## src/rtl/mem_access_unit.sv

```systemverilog
// rtl/mem_access_unit.sv - one RAM read/write per request between MAR/MDR and a ready-handshake RAM port
module mem_access_unit #(
    parameter int ADDR_W  = 9,
    parameter int TIMEOUT = 15
) (
    input  logic              clk,
    input  logic              clr,
    input  logic              rd_req,
    input  logic              wr_req,
    input  logic [31:0]       mar,
    input  logic [31:0]       mdr,
    output logic [31:0]       MDataIn,
    output logic              MD_Read,
    output logic              mdr_load,
    output logic              done,
    output logic              err,
    output logic              busy,
    output logic [ADDR_W-1:0] mem_addr,
    output logic [31:0]       mem_wdata,
    output logic              mem_re,
    output logic              mem_we,
    input  logic [31:0]       mem_rdata,
    input  logic              mem_ready
);

    // TIMEOUT=0 disables the abort, but the counter still needs at least one bit
    localparam int CNT_W = (TIMEOUT > 0) ? $clog2(TIMEOUT + 1) : 1;

    typedef enum logic [2:0] {
        S_IDLE,
        S_READ,
        S_RLOAD,
        S_WRITE,
        S_WDONE,
        S_FAIL
    } state_t;

    state_t             state_q, state_d;
    logic [ADDR_W-1:0]  addr_q, addr_d;
    logic [31:0]        wdata_q, wdata_d;
    logic [31:0]        rdata_q, rdata_d;
    logic [CNT_W-1:0]   wait_cnt_q, wait_cnt_d;
    logic               fail_rd_q, fail_rd_d;
    logic               addr_oor;
    logic               timed_out;

    assign addr_oor  = |mar[31:ADDR_W];
    assign timed_out = (TIMEOUT != 0) && (wait_cnt_q == CNT_W'(TIMEOUT));

    always_ff @(posedge clk or posedge clr) begin
        if (clr) begin
            state_q    <= S_IDLE;
            addr_q     <= '0;
            wdata_q    <= '0;
            rdata_q    <= '0;
            wait_cnt_q <= '0;
            fail_rd_q  <= 1'b0;
        end else begin
            state_q    <= state_d;
            addr_q     <= addr_d;
            wdata_q    <= wdata_d;
            rdata_q    <= rdata_d;
            wait_cnt_q <= wait_cnt_d;
            fail_rd_q  <= fail_rd_d;
        end
    end

    always_comb begin
        state_d    = state_q;
        addr_d     = addr_q;
        wdata_d    = wdata_q;
        rdata_d    = rdata_q;
        wait_cnt_d = wait_cnt_q;
        fail_rd_d  = fail_rd_q;
        case (state_q)
            S_IDLE: begin
                wait_cnt_d = '0;
                if (rd_req || wr_req) begin
                    addr_d    = mar[ADDR_W-1:0];
                    fail_rd_d = rd_req;
                    if (!rd_req) begin
                        wdata_d = mdr;
                    end
                    // a rejected read still loads the MDR, so it must see zero
                    if (addr_oor) begin
                        state_d = S_FAIL;
                        if (rd_req) begin
                            rdata_d = '0;
                        end
                    end else begin
                        state_d = rd_req ? S_READ : S_WRITE;
                    end
                end
            end
            S_READ: begin
                if (mem_ready) begin
                    rdata_d = mem_rdata;
                    state_d = S_RLOAD;
                end else if (timed_out) begin
                    rdata_d = '0;
                    state_d = S_FAIL;
                end else begin
                    wait_cnt_d = wait_cnt_q + 1'b1;
                end
            end
            S_WRITE: begin
                if (mem_ready) begin
                    state_d = S_WDONE;
                end else if (timed_out) begin
                    state_d = S_FAIL;
                end else begin
                    wait_cnt_d = wait_cnt_q + 1'b1;
                end
            end
            S_RLOAD: state_d = S_IDLE;
            S_WDONE: state_d = S_IDLE;
            S_FAIL:  state_d = S_IDLE;
            default: state_d = S_IDLE;
        endcase
    end

    assign busy      = (state_q != S_IDLE);
    assign mem_re    = (state_q == S_READ);
    assign mem_we    = (state_q == S_WRITE);
    assign done      = (state_q == S_RLOAD) || (state_q == S_WDONE) || (state_q == S_FAIL);
    assign err       = (state_q == S_FAIL);
    assign MD_Read   = (state_q == S_RLOAD) || ((state_q == S_FAIL) && fail_rd_q);
    assign mdr_load  = MD_Read;
    assign MDataIn   = rdata_q;
    assign mem_addr  = addr_q;
    assign mem_wdata = wdata_q;

endmodule

```

## config.mk

```make
export PLATFORM = sky130hd
export DESIGN_NAME = mem_access_unit
export DESIGN_NICKNAME = d
export VERILOG_FILES = /design/src/rtl/mem_access_unit.sv
export SDC_FILE = /design/constraint.sdc
export NUM_CORES = 1
export LEC_CHECK = 0
export ABC_CLOCK_PERIOD_IN_PS = 4200
export BUFFER_PORTS_ARGS = -buffer_cell sky130_fd_sc_hd__clkbuf_2
export CAP_MARGIN = 20
export CORE_UTILIZATION = 40
export CTS_BUF_LIST = sky130_fd_sc_hd__clkbuf_8
export DETAILED_ROUTE_END_ITERATION = 10
export PLACE_DENSITY_LB_ADDON = 0.25
export SLEW_MARGIN = 15
export SYNTH_ARGS = -nofsm -noshare
export SYNTH_HDL_FRONTEND = slang
export SYNTH_SLANG_ARGS = --single-unit
```

## constraint.sdc

```tcl
create_clock -name clk -period 4.2 [get_ports clk]
set_clock_uncertainty 0.05 [all_clocks]
set_input_delay 0.42 -clock clk [delete_from_list [all_inputs] [get_ports clk]]
set_output_delay 0.42 -clock clk [all_outputs]
set_load 0.01 [all_outputs]
```

-- Word-level counts from Yosys, hierarchy flattened
Index checks and enable logic that the tools add are counted.
- bits in registers: 81
- output and inout bits: 80
- word-level logic and storage cells: 51
- add/sub/neg operators: 1
- equality and inequality tests: 12
- mux-type cells: 16
- bitwise gates (word level): 1
- reductions and logical operators: 15
- operators with widths (cell ; number):
    32-bit two-way mux ; 5
    32-bit case mux with 2 select lines ; 1
    23-bit OR reduction ; 1
    3-bit two-way mux ; 5
    2-bit inequality test, second input constant ; 5
    3-bit case mux with 3 select lines ; 1
    4-bit two-way mux ; 2
    4-bit case mux with 2 select lines ; 1
    3-bit by 2-bit equality test with 1-bit output, second input constant ; 2
    3-bit equality test, second input constant ; 2
    3-bit AND reduction ; 2
    5-bit AND reduction ; 1
    4-bit by 1-bit adder with 4-bit output, second input constant ; 1
    4-bit equality test, second input constant ; 1
    1-bit logical OR ; 4
    2-bit nonzero test ; 2
    3-bit by 1-bit equality test with 1-bit output, second input constant ; 1
    3-bit zero test ; 1
    3-bit by 1-bit inequality test with 1-bit output, second input constant ; 1
    3-bit nonzero test ; 1
    2-bit two-way mux ; 1
    2-bit AND reduction ; 1
    2-bit OR reduction ; 1
    1-bit logical AND ; 1
    1-bit inverter ; 1

-- Longest topological paths before layout
Gate-level depths: netlist of the first run.
- depth in word-level cells: 4
- gate-level depth with buffers: 7
- mapped depth without buffers: 5

-- Worst setup path before layout of the first run
OpenSTA, ideal clock, no wires.
- path kind: register -> register
- start point: reg wait_cnt_q[0]
- end point: reg rdata_q[0], in the netlist MDataIn[0]
- arrival: 1.609 ns
- required time: 4.029 ns
- setup slack: 2.420 ns
- stages on the path, launching flop included: 7
- path buffers: 1
- clock period less this slack: 1.780 ns
- path through: dfrtp_1 > ha_1 > a31oi_1 > a2111oi_2 > o31ai_2 > buf_6 > a22o_1
- word-level cells in the longest chain between the ends: 3
- ends and longest elaborated chain (element ; line ; RTL):
    start: declaration ; 42 ; logic [CNT_W-1:0] wait_cnt_q, wait_cnt_d;
    start signal: assignment ; 63 ; wait_cnt_q <= wait_cnt_d;
    4-bit equality test ; 48 ; assign timed_out = (TIMEOUT != 0) && (wait_cnt_q == CNT_W'(TIMEOUT));
    3-bit by 1-bit inequality test with 1-bit output (no line) ; n/a ;
    5-bit AND reduction (no line) ; n/a ;
    end signal: assignment ; 62 ; rdata_q <= rdata_d;
    end: declaration ; 41 ; logic [31:0] rdata_q, rdata_d;
No other way between the ends.
A chain may end at the register's enable or synchronous reset.

-- Worst setup path after layout of the first run
- start point: reg wait_cnt_q[0]
- end point: reg rdata_q[12], in the netlist MDataIn[12]
The elaborated chain is that of the path after synthesis.

==> out/metrics.cfg, run 1 <==
[logic_synthesis]
synthArstFlopShare_pct = 100
synth_edf_count = 0
synth.cell_area_mm2 = 0.00321
ys.flop_type = dfrtp_1
syn-instance-count = 220
ys.warnings.count = 0
synth.ff_latch_count = 81
yosysSeqAreaShare_pct = 63.1
avgSynthCellArea_um2 = 14.6
synth.distinct_cells = 35
synth_fp_nets = 322

[final_layout]
num-fill-cells = 658
diodes = 0
regArea_mm2 = 0.00203
layout.nets = 504
drive_above_1_share_pct = 58.0
final_common_cell = clkbuf_2
stdcell_area_mm2 = 0.00438
final_cell_mix = 180 x clkbuf_2, 81 x dfrtp_1, 33 x a22o_1
area_growth_pct = 36.1
multi_input_area_mm2 = 0.00109

[floorplanning]
die_area_mm2 = 0.00840
core_area_mm2 = 0.00777
start_util_pct = 41.4
dieWidth_um = 91.6
rows = 32
pin_count = 181
die_h_um = 91.6

[detailed_routing]
viasPerCell = 4.97
via_count = 2528
dr.pass1.iters = 4
drtIter0Drc = 91
drc = 0
wire_per_inst_um = 14.6
drt_wl_total_um = 7410
final_antenna_net_count = 0

[clock_network]
ctsRootBufferMaster = clkbuf_8
cts.path.max_buffers = 2
cts-resized-gates = 0
post_cts.repair.setup_buffers = 0
hold_buffers = 0
clk_latency_ns = 0.35
numCtsBuffers = 9
htree_num_levels = 3
cts_tree = yes
path_clk_slew_ns = 0.09
numClockSinks = 81

[placement]
place_hpwl_um = 5600
place_congestion = 0.852
port_buffers = 180
dpl_cell_area_mm2 = 0.00418

[worst_setup_path]
cp-end-kind = flop
worstPathRequired_ns = 4.39
cp_max_fo = 32
worst_ep_arrival_time_ns = 2.28
critPathKind = reg2reg
critPathLaunchType = flop

[global_routing]
grt_max_degree = 50
grt_use_total_pct = 18.1
grt_overflow_total = 0
grt_pass1_vias = 2391
antenna_found_initial = 0
grt_pass1_wl_um = 11600

[timing]
worstMarginPinSlew_ns = 0.597
tns_ns = 0
slew_headroom_pct = 60.2
drv_slew = 0
hold_violations = 0
rsz0062_at_grt = no
finalCriticalPeriod_ns = 2.10
fin_crit_sh_pct = 49.9
setup_viol = 0
max_freq_mhz = 477

[min_path]
hp-class = in2async

[power]
power_density_mw_per_mm2 = 668
p_leak_uw = 0.00227
vdd_drop_max_mv = 0.343

[job]
maxCapViolCount = 0

[outcome]
status = completed

final cells by class:
type,instances,share of cell area [%]
flip-flops and latches,81,46.3
well taps,102,2.92
repair buffers,184,21.4
inverters,3,0.286
multi-input cells,123,24.9
clock inverters,7,1.26
clock buffers,9,2.83
sequential cells by signal, indices dropped and copies added (netlist names):
register and count:
MDataIn 32, fail_rd_q 1, mem_addr 9, mem_wdata 32, state_q 3, wait_cnt_q 4
path summary, 6_finish.rpt:
kind	startpoint	endpoint	slack (ns)	cells past startpoint
setup reg to reg	wait_cnt_q[0]	MDataIn[12]	2.10	6
max in group asynchronous	clr	MDataIn[20]	3.04	3
hold / removal	clr	MDataIn[11]	0.03	2
hold reg to reg	mem_wdata[5]	mem_wdata[5]	0.44	1
setup / recovery	wait_cnt_q[0]	MDataIn[12]	2.10	6
min in group clk	mem_rdata[25]	MDataIn[25]	0.23	2
stage by stage:
step           total power [uW]  setup slack (ns)  std cells  hold WS, ns  util (%)
4_1_cts                    2960              1.93        508       0.0479      56.1
2_1_floorplan              1980              1.65        220        0.417         -
3_3_place_gp               2400              2.03        492        0.417      53.8
3_5_place_dp               2430              1.94        492        0.425      53.8
6_report                   2920              2.10        509       0.0312      56.3
5_1_grt                    3120              1.97        509       0.0747      56.3
logic make-up after synthesis:
group / Yosys count / share of synthesized area, %
DFF: 81 / 63.1
AOI/OAI and AO/OA: 44 / 11.8
muxes: 45 / 15.6
xor gates and xnor gates: 1 / 0.273
adders and majority gates: 1 / 0.389
and+or+nand+nor: 32 / 5.61
buffers and inverters: 16 / 3.27
worst max-delay path: stages, from the launching register on:
cell and delay (ns):
dfrtp_1 0.40, ha_1 0.22, a31oi_1 0.14, a2111oi_2 0.52, o31ai_4 0.12, buf_4 0.26
a22o_1 0.27
where the power goes:
group / switching, uW / leakage [uW] / total, uW / internal [uW]
Combinational: 572 / 0.00118 / 1140 / 564
Sequential: 177 / 0.00102 / 1270 / 1090
Clock: 303 / 0.0000745 / 522 / 218
routing by layer:
metal / share of wire (%) / vias to the layer above / routed length (um) / global-route usage, %
met3: 7.5 / 12 / 552 / 4.56
met5: 0 / - / 0 / 0
met1: 43 / 1209 / 3220 / 23.6
met2: 47 / 129 / 3510 / 28.3
li1: - / 1178 / - / -
met4: 1.7 / 0 / 128 / 8.47
synthesized netlist by cell type, types with 2 or more instances:
master / n / area (um2)
nor3_1: 3 / 15.0
mux2i_1: 4 / 40.0
dfrtp_1: 81 / 2030
a21o_1: 2 / 15.0
nor2_2: 2 / 12.5
buf_2: 6 / 30.0
o21ai_0: 2 / 10.0
inv_1: 3 / 11.3
mux2_1: 14 / 158
buf_6: 3 / 33.8
mux2_2: 27 / 304
nor4_1: 6 / 37.5
buf_4: 4 / 30.0
nor2_1: 6 / 22.5
a22o_1: 33 / 289
nand2_1: 5 / 18.8
(Power assumes the default switching activity.)
==> run 2: changes to the inputs <==
- ABC_CLOCK_PERIOD_IN_PS: 4200 -> 2000
- clock period: 4.2 -> 2 ns (I/O delays scaled with it)
==> out/metrics.cfg, run 2 (synthesized netlist as in run 1, its figures left out) <==
[outcome]
status = completed  ; unchanged

[timing]
finalCriticalPeriod_ns = 1.88  ; was 2.10 ns
setup_viol = 0  ; unchanged
tns_ns = 0  ; unchanged
fin_crit_sh_pct = 93.9  ; was 49.9%
hold_slack_ns = 0.0135  ; was 0.0312 ns
max_freq_mhz = 532  ; was 477 MHz
slew_headroom_pct = 73.7  ; was 60.2%
worstMarginPinSlew_ns = 0.394  ; was 0.597 ns
rsz0062_at_grt = no  ; unchanged
hold_violations = 0  ; unchanged
drv_slew = 0  ; unchanged

[clock_network]
clk_latency_ns = 0.35  ; about the same
numClockSinks = 81  ; unchanged
ctsRootBufferMaster = clkbuf_8  ; unchanged
cts_tree = yes  ; unchanged
path_clk_slew_ns = 0.08  ; was 0.09 ns
htree_num_levels = 3  ; unchanged
post_cts.repair.setup_buffers = 0  ; unchanged
numCtsBuffers = 9  ; unchanged
cts.path.max_buffers = 2  ; unchanged

[power]
swShare_pct = 34.2  ; was 36.0%
p_leak_uw = 0.00238  ; was 0.00227 uW
vdd_drop_max_mv = 0.720  ; was 0.343 mV
p_int_uw = 4240  ; was 1870 uW
power_density_mw_per_mm2 = 1400  ; was 668 mW/mm2
clkPwrFrac_pct = 18.8  ; was 17.8%
seqPwrFrac_pct = 41.2  ; was 43.3%
netSwitchingPower_uw = 2200  ; was 1050 uW
comb_power_share_pct = 40.1  ; was 38.9%

[global_routing]
antenna_found_initial = 0  ; unchanged
grt_use_total_pct = 18.6  ; was 18.1%
grt_pass1_vias = 2442  ; was 2391
grt_pass1_wl_um = 12000  ; was 11600 um
grt_max_degree = 53  ; was 50
grt_overflow_total = 0  ; unchanged

[floorplanning]
pin_count = 181  ; unchanged
dieWidth_um = 91.6  ; unchanged
die_area_mm2 = 0.00840  ; unchanged
core_area_mm2 = 0.00777  ; unchanged
start_util_pct = 41.4  ; unchanged
rows = 32  ; unchanged
die_h_um = 91.6  ; unchanged

[final_layout]
final_common_cell = clkbuf_2  ; unchanged
area_growth_pct = 43.3  ; was 36.1%
diodes = 0  ; unchanged
layout.nets = 518  ; was 504
final_util_pct = 59.3  ; was 56.3%
final_cell_mix = 180 x clkbuf_2, 81 x dfrtp_1, 33 x a22o_1  ; unchanged
drive_above_1_share_pct = 57.2  ; was 58.0%
num-fill-cells = 667  ; was 658

[detailed_routing]
drc = 0  ; unchanged
dr.pass1.iters = 4  ; unchanged
final_antenna_net_count = 0  ; unchanged
viasPerCell = 4.94  ; was 4.97
drt_wl_total_um = 7570  ; was 7410 um
wire_per_inst_um = 14.5  ; was 14.6 um
via_count = 2582  ; was 2528
drtIter0Drc = 62  ; was 91

[worst_setup_path]
worst_ep_arrival_time_ns = 2.06  ; was 2.28 ns
critPathKind = reg2reg  ; unchanged
cp_max_fo = 32  ; unchanged
worstPathRequired_ns = 2.18  ; was 4.39 ns
cp-end-kind = flop  ; unchanged
critPathLaunchType = flop  ; unchanged

[min_path]
hp-class = in2reg  ; was in2async

[placement]
place_hpwl_um = 5570  ; was 5600 um
place_congestion = 0.764  ; was 0.852
port_buffers = 180  ; unchanged

[job]
maxCapViolCount = 0  ; unchanged

-- run 2: cell count changes in the layout (fill, tap and decap cells not counted), sizes merged, moves of 2 or more --
| cell | previous run | this run |
|---|---|---|
| buf | 4 | 9 |
| clkbuf | 189 | 191 |
| clkinvlp | 5 | 2 |
| dlygate4sd3 | 0 | 9 |
-- run 2: power by group through the flow --
| stage | registers (uW) | logic (uW) | clock network (uW) |
|---|---|---|---|
| after global routing | 2740 | 2800 | 1340 |
| after floorplan | 2950 | 1220 | 0 |
| after detailed placement | 2670 | 2580 | 0 |
| final | 2650 | 2580 | 1210 |
| after global placement | 2640 | 2520 | 0 |
| after CTS | 2640 | 2590 | 1250 |
-- run 2: per-layer routing --
metal	routed length, um	global-route usage [%]	vias up
met5	0	0	-
met2	3680	30.1	126
met1	3260	23.8	1242
met3	503	4.89	10
met4	127	7.54	0
li1	-	-	1204
-- run 2: timing repair --
action                     in CTS  in global routing
hold buffers                    4                  5
setup endpoints to repair       0                 36
resized for setup               0                  3
hold endpoints to repair       84                  5
-- run 2: worst max-delay path: stages, from the launching register on --
cell and delay, ns:
dfrtp_1 0.42, ha_4 0.17, a31oi_1 0.12, a2111oi_2 0.42, o31ai_4 0.14, buf_12 0.19, a22o_1 0.25
-- run 2: worst paths after layout --
kind | startpoint | end | slack [ns] | cells past startpoint
max | wait_cnt_q[1] | MDataIn[31] | 0.12 | 6
min | mem_rdata[12] | MDataIn[12] | 0.01 | 2
max reg2reg | wait_cnt_q[1] | MDataIn[31] | 0.12 | 6
min reg2reg | mem_wdata[6] | mem_wdata[6] | 0.44 | 1
max in group asynchronous | clr | MDataIn[0] | 1.18 | 4
min in group asynchronous | clr | mem_addr[0] | 0.24 | 3
-- run 2: area by class of cell --
class / count / area (um2) / area share [%]
flip-flops and latches: 81 / 2030 / 44.0
repair buffers: 198 / 1120 / 24.3
multi-input cells: 123 / 1110 / 24.1
clock buffers: 11 / 151 / 3.29
well taps: 102 / 128 / 2.77
clock inverters: 5 / 55.1 / 1.20
inverters: 3 / 15.0 / 0.326
-- run 2: per-stage QoR --
step	worst slack (ns)	instance area, um2	cells	total power (uW)
6_report	0.122	4610	523	6440
4_1_cts	0.0363	4540	518	6490
2_1_floorplan	0.220	3220	220	4160
3_3_place_gp	0.114	4290	498	5160
3_5_place_dp	0.0415	4290	498	5250
5_1_grt	0.0152	4610	523	6890
